**src/rtl/eeprom_page_sched.sv**
```systemverilog
// Purpose : round-robin scheduler sharing one I2C EEPROM page-write engine among
//           NREQ requesters; splits each {addr,len} request into page-aligned chunks.
// Latency : req seen in IDLE -> first o_eng_start 2 cycles later; o_eng_done ->
//           next o_eng_start exactly TWR_CYC+1 cycles; len==0 -> o_done 2 cycles.
// Backpressure: o_eng_start is held off while i_eng_busy is high; requests wait at
//           their level until granted and completed.
// Ports   : i_clk/i_rst (async, active-high); i_req/i_req_addr/i_req_len per
//           requester; o_grant one-hot owner; o_done/o_err completion pulses;
//           o_eng_start/o_eng_addr/o_eng_len chunk command; i_eng_busy/i_eng_done/
//           i_eng_nack engine status.
// Config  : define EEPROM_SCHED_RETRY_EN to re-issue NACKed chunks up to MAX_RETRY
//           times; without it the first NACK ends the request with o_err.
module eeprom_page_sched #(
  parameter int NREQ      = 2,
  parameter int AW        = 13,
  parameter int LW        = 9,
  parameter int PAGE      = 32,
  parameter int TWR_CYC   = 2000,
  parameter int MAX_RETRY = 3
) (
  input  logic               i_clk,
  input  logic               i_rst,
  input  logic [NREQ-1:0]    i_req,
  input  logic [NREQ*AW-1:0] i_req_addr,
  input  logic [NREQ*LW-1:0] i_req_len,
  output logic [NREQ-1:0]    o_grant,
  output logic [NREQ-1:0]    o_done,
  output logic               o_err,
  output logic               o_eng_start,
  output logic [AW-1:0]      o_eng_addr,
  output logic [LW-1:0]      o_eng_len,
  input  logic               i_eng_busy,
  input  logic               i_eng_done,
  input  logic               i_eng_nack
);

  localparam int PW = (NREQ > 1) ? $clog2(NREQ) : 1;
  localparam int PB = $clog2(PAGE);
  localparam int CW = $clog2(TWR_CYC + 1);

  typedef enum logic [2:0] {S_IDLE, S_ARB, S_ISSUE, S_WAIT, S_TWR, S_FIN} state_t;

  state_t          r_state, w_next;
  logic [PW-1:0]   r_ptr;
  logic [NREQ-1:0] r_grant;
  logic [AW-1:0]   r_addr;
  logic [LW-1:0]   r_rem;
  logic [CW-1:0]   r_cnt;
  logic            r_nack;
  logic            r_err;

  logic [PW-1:0]   w_idx, w_win, w_ptr_nxt;
  logic            w_found;
  logic [AW-1:0]   w_sel_addr;
  logic [LW-1:0]   w_sel_len;
  logic [LW-1:0]   w_room, w_chunk;
  logic            w_twr_end;
  logic            w_retry_ok;

`ifdef EEPROM_SCHED_RETRY_EN
  localparam int RW = (MAX_RETRY > 0) ? $clog2(MAX_RETRY + 1) : 1;
  logic [RW-1:0] r_retry;
  assign w_retry_ok = (r_retry < RW'(MAX_RETRY));
`else
  assign w_retry_ok = 1'b0;
`endif

  // Round-robin: first active request at or after r_ptr, wrapping.
  always_comb begin
    w_found    = 1'b0;
    w_win      = '0;
    w_idx      = '0;
    w_sel_addr = '0;
    w_sel_len  = '0;
    for (int i = 0; i < NREQ; i++) begin
      w_idx = PW'((int'(r_ptr) + i) % NREQ);
      if (!w_found && i_req[w_idx]) begin
        w_found = 1'b1;
        w_win   = w_idx;
      end
    end
    for (int i = 0; i < NREQ; i++) begin
      if (w_win == PW'(i)) begin
        w_sel_addr = i_req_addr[i*AW +: AW];
        w_sel_len  = i_req_len[i*LW +: LW];
      end
    end
  end

  assign w_ptr_nxt = (w_win == PW'(NREQ - 1)) ? '0 : w_win + 1'b1;

  // Chunk never crosses a page: bounded by bytes left in the current page.
  assign w_room    = LW'(PAGE) - LW'(r_addr[PB-1:0]);
  assign w_chunk   = (r_rem < w_room) ? r_rem : w_room;
  assign w_twr_end = (r_cnt == CW'(TWR_CYC - 1));

  always_ff @(posedge i_clk or posedge i_rst) begin
    if (i_rst) r_state <= S_IDLE;
    else       r_state <= w_next;
  end

  always_comb begin
    w_next      = r_state;
    o_eng_start = 1'b0;
    case (r_state)
      S_IDLE:  if (|i_req) w_next = S_ARB;
      S_ARB: begin
        if (!w_found)              w_next = S_IDLE;   // request withdrawn before arbitration
        else if (w_sel_len == '0)  w_next = S_FIN;
        else                       w_next = S_ISSUE;
      end
      S_ISSUE: begin
        if (!i_eng_busy) begin
          o_eng_start = 1'b1;
          w_next      = S_WAIT;
        end
      end
      S_WAIT:  if (i_eng_done) w_next = S_TWR;
      S_TWR: begin
        if (w_twr_end) begin
          if (r_nack)                w_next = w_retry_ok ? S_ISSUE : S_FIN;
          else if (r_rem == w_chunk) w_next = S_FIN;
          else                       w_next = S_ISSUE;
        end
      end
      S_FIN:   w_next = S_IDLE;
      default: w_next = S_IDLE;
    endcase
  end

  always_ff @(posedge i_clk or posedge i_rst) begin
    if (i_rst) begin
      r_ptr   <= '0;
      r_grant <= '0;
      r_addr  <= '0;
      r_rem   <= '0;
      r_cnt   <= '0;
      r_nack  <= 1'b0;
      r_err   <= 1'b0;
`ifdef EEPROM_SCHED_RETRY_EN
      r_retry <= '0;
`endif
    end else begin
      case (r_state)
        S_ARB: begin
          if (w_found) begin
            r_grant <= NREQ'(1) << w_win;
            r_addr  <= w_sel_addr;
            r_rem   <= w_sel_len;
            r_ptr   <= w_ptr_nxt;
            r_err   <= 1'b0;
`ifdef EEPROM_SCHED_RETRY_EN
            r_retry <= '0;
`endif
          end
        end
        S_WAIT: begin
          r_cnt <= '0;
          if (i_eng_done) r_nack <= i_eng_nack;
        end
        S_TWR: begin
          if (w_twr_end) begin
            r_cnt <= '0;
            if (r_nack) begin
`ifdef EEPROM_SCHED_RETRY_EN
              if (w_retry_ok) r_retry <= r_retry + 1'b1;
              else            r_err   <= 1'b1;
`else
              r_err <= 1'b1;
`endif
            end else begin
              // Address wraps naturally at 2^AW.
              r_addr <= r_addr + AW'(w_chunk);
              r_rem  <= r_rem - w_chunk;
`ifdef EEPROM_SCHED_RETRY_EN
              r_retry <= '0;
`endif
            end
          end else begin
            r_cnt <= r_cnt + 1'b1;
          end
        end
        S_FIN:   r_grant <= '0;
        default: ;
      endcase
    end
  end

  assign o_grant    = r_grant;
  assign o_done     = (r_state == S_FIN) ? r_grant : '0;
  assign o_err      = (r_state == S_FIN) && r_err;
  assign o_eng_addr = r_addr;
  assign o_eng_len  = w_chunk;

endmodule
```
**config.mk**
```make
export PLATFORM = sky130hd
export DESIGN_NAME = eeprom_page_sched
export DESIGN_NICKNAME = d
export VERILOG_FILES = /design/src/rtl/eeprom_page_sched.sv
export SDC_FILE = /design/constraint.sdc
export NUM_CORES = 1
export LEC_CHECK = 0
export CAP_MARGIN = 30
export CORE_ASPECT_RATIO = 1.4
export CORE_MARGIN = 4
export CORE_UTILIZATION = 52
export DETAILED_ROUTE_END_ITERATION = 10
export HOLD_SLACK_MARGIN = 0.08
export PLACE_DENSITY = 0.8
export SLEW_MARGIN = 10
export SYNTH_ARGS = -nofsm -noshare
export SYNTH_HDL_FRONTEND = slang
export SYNTH_SLANG_ARGS = --single-unit
```
**constraint.sdc**
```tcl
create_clock -name i_clk -period 4.6 [get_ports i_clk]
set_clock_uncertainty 0.2 [all_clocks]
set_input_delay 0.69 -clock i_clk [delete_from_list [all_inputs] [get_ports i_clk]]
set_output_delay 0.69 -clock i_clk [all_outputs]
set_load 0.02 [all_outputs]
```
==> out/metrics.cfg <==
[outcome]
status = finished, final reports clean

[die]
num_rows = 35
die_h_um = 105
start_util_pct = 53.5
core_um2 = 6570
die-area_um2 = 8150
die_w_um = 77.5
io_pins = 79

[critical_path]
r2r_slack_ps = 300
crit_family = compound AO/OA/AOI/OAI gates
reg2reg_from = o_eng_addr[0]
cp_num_buf_inv = 3
worstPathCellList = inv_1 > ha_1 > nor3b_1 > xnor2_1 > inv_1 > ha_1 > nand3_1 > and4b_1 > o21ai_2 > o21ai_1 > ha_1 > inv_1 > fa_1 > nor2b_1 > o31ai_1 > a21oi_2 > a21oi_1 > o311a_1
cp.required_ps = 4580
worst_r2r_path_depth = 18
path_depth = 18
critPathKind = register to register
cp-end-kind = register
cp-endpoint = o_eng_addr[12]
rr_endpoint = o_eng_addr[12]
slowest_delay_ps = 470
slowest_stage = dfrtp_1
critPathLaunchType = register
cp_max_fo = 7
crit_start = o_eng_addr[0]
cp.arrival_ps = 4290

[timing]
min_period_over_period_pct = 93.5
drv_slew = 0
fin_crit_ps = 4300
worst_slew_pin_slew_ps = 759
tns_ps = 0
hold_viol_final = 0
relSlewSlack_pct = 49.3
rsz0062_at_grt = no
setup_violations = 0
fmax_ghz = 0.232

[clock_network]
post_cts_resize_count = 0
clock_path_buffers = 2
clock_sinks = 41
hold_buffers = 0
postCtsSetupBuffers = 0
insertion_delay_ps = 310
cts_buffers = 5
clkTransAtPathRegs_ps = 90
cts_tree = yes
h-tree-depth = 2
cts_root_buf = clkbuf_8

[synth]
yosysWarnings = 0
yosysMostFrequentCell = dfrtp_1
ys_ff_latch = 41
yosysTopAreaCellShare_pct = 29.2
synthFlopType = dfrtp_1
avgSynthCellArea_um2 = 8.48
syn_inst = 414
async_flop_share_pct = 100
yosys.area.top_type = dfrtp_1
synth_cell_types = 67
synth_edf_count = 0
yosys-top-cells-count = dfrtp_1, nand2_1, nor2_1
syn-cell-area_um2 = 3510
ys_seq_area_share_pct = 29.2
synth.area.top_cells = dfrtp_1, ha_1, mux2_2

[worst_hold_path]
hold_class = register to register

[pwr]
p_sw_share_pct = 47.7
p_clk_share_pct = 9.2
p_int_mw = 1.79
peakVddDrop_uv = 299
comb_power_share_pct = 70.5
power_density_nw_per_um2 = 762
p_leak_nw = 1.90
power_frac_seq_pct = 20.3
p_sw_mw = 1.63

[global_routing]
grt_usage_pct = 26.0
grt_max_degree = 42
grt_pass1_vias = 3480
antenna_found_initial = 0
grt-ovfl-total = 0
grt_pass1_wl_um = 17100

[drt]
ant_nets = 0
drtIter0Drc = 260
wl_per_cell_um = 18.4
avgViaCountPerCell = 6.36
routed_wl_um = 10400
dr.pass1.iters = 5
vias = 3579
drc = 0

[final_layout]
drive_above_1_share_pct = 9.41
area_growth_pct = 27.7
multi_input_area_um2 = 2340
utilization_pct = 68.3
antenna_cells = 0
n_fill_cell = 561
final_nets = 563
final-seq-area_um2 = 1030

[place]
gp_congestion = 0.931
dpl.hpwl_um = 7790
portBuffers = 75

[run]
maxCapViolCount = 0

==> per-layer routing <==
layer,up-vias,GRT usage (%),part of all wire (%)
met5,-,0,0
met1,1711,31.5,40
met2,147,46.0,52
met4,0,10.8,3.0
met3,29,3.33,5.7
li1,1692,-,-
==> through the flow <==
step,std cells,area (um2),power [mW],worst slack (ps),hold WS [ps]
after global placement,554,4340,2.99,294,259
after global routing,563,4480,3.71,56.0,311
final,563,4480,3.42,299,292
after floorplan,419,3530,2.34,36.5,241
after detailed placement,554,4340,3.05,84.0,287
after CTS,562,4460,3.38,45.4,297
==> cell usage in the layout, fill, tap and decap left out, types with 7 or more instances in the layout <==
| cell | synthesis | routed |
|---|---|---|
| a211oi_1 | 10 | 9 |
| a21oi_1 | 21 | 20 |
| a31oi_1 | 8 | 8 |
| and3_1 | 10 | 10 |
| buf_4 | 4 | 10 |
| clkdlybuf4s50_1 | 0 | 75 |
| dfrtp_1 | 41 | 41 |
| ha_1 | 22 | 22 |
| inv_1 | 21 | 21 |
| mux2_2 | 13 | 13 |
| mux2i_1 | 14 | 14 |
| nand2_1 | 34 | 34 |
| nand3_1 | 14 | 14 |
| nor2_1 | 30 | 30 |
| nor3_1 | 15 | 15 |
| nor4_1 | 7 | 7 |
| o21ai_0 | 23 | 22 |
| o31ai_1 | 7 | 7 |
| xnor2_1 | 8 | 8 |
==> logic make-up (layout without fill, tap and decap cells) <==
logic type,after synthesis,count (layout),synth area share (%)
and+or+nand+nor,146,146,22.1
AOI/OAI and AO/OA,121,121,23.8
buffers and inverters,44,114,5.24
DFF,41,41,29.2
muxes,27,27,8.16
adders and majority gates,24,24,8.98
xor gates and xnor gates,10,10,2.49
other,1,6,0.107
==> state kept, by name, indices dropped and copies added, names as in the netlist <==
register and count:
o_eng_addr 13, r_state 3, o_grant 2, r_rem 9, r_err 1, r_ptr 1, r_cnt 11, r_nack 1
==> layout make-up <==
| cell class | instances | share of cell area (%) |
|---|---|---|
| flip-flops and latches | 41 | 22.9 |
| clock inverters | 1 | 0.670 |
| clock buffers | 7 | 1.93 |
| inverters | 21 | 1.76 |
| well taps | 74 | 2.06 |
| multi-input cells | 334 | 52.3 |
| repair buffers | 85 | 18.4 |
==> power by group through the flow <==
stage	clock network, mW	logic, mW	registers [mW]
3_3_place_gp	0	2.30	0.689
5_1_grt	0.332	2.66	0.716
6_report	0.314	2.41	0.694
3_5_place_dp	0	2.35	0.697
2_1_floorplan	0	1.64	0.705
4_1_cts	0.321	2.37	0.690
==> how the worst min path moves through the flow <==
| stage | cells after the start | end | startpoint |
|---|---|---|---|
| 2_1_floorplan | 1 | r_ptr | r_ptr |
| 3_3_place_gp | 1 | r_ptr | r_ptr |
| 3_5_place_dp | 1 | r_ptr | r_ptr |
| 4_1_cts | 1 | r_ptr | r_ptr |
| 5_1_grt | 1 | r_ptr | r_ptr |
| 6_report | 1 | r_ptr | r_ptr |
Note: power is estimated with default switching activity, not from simulation.
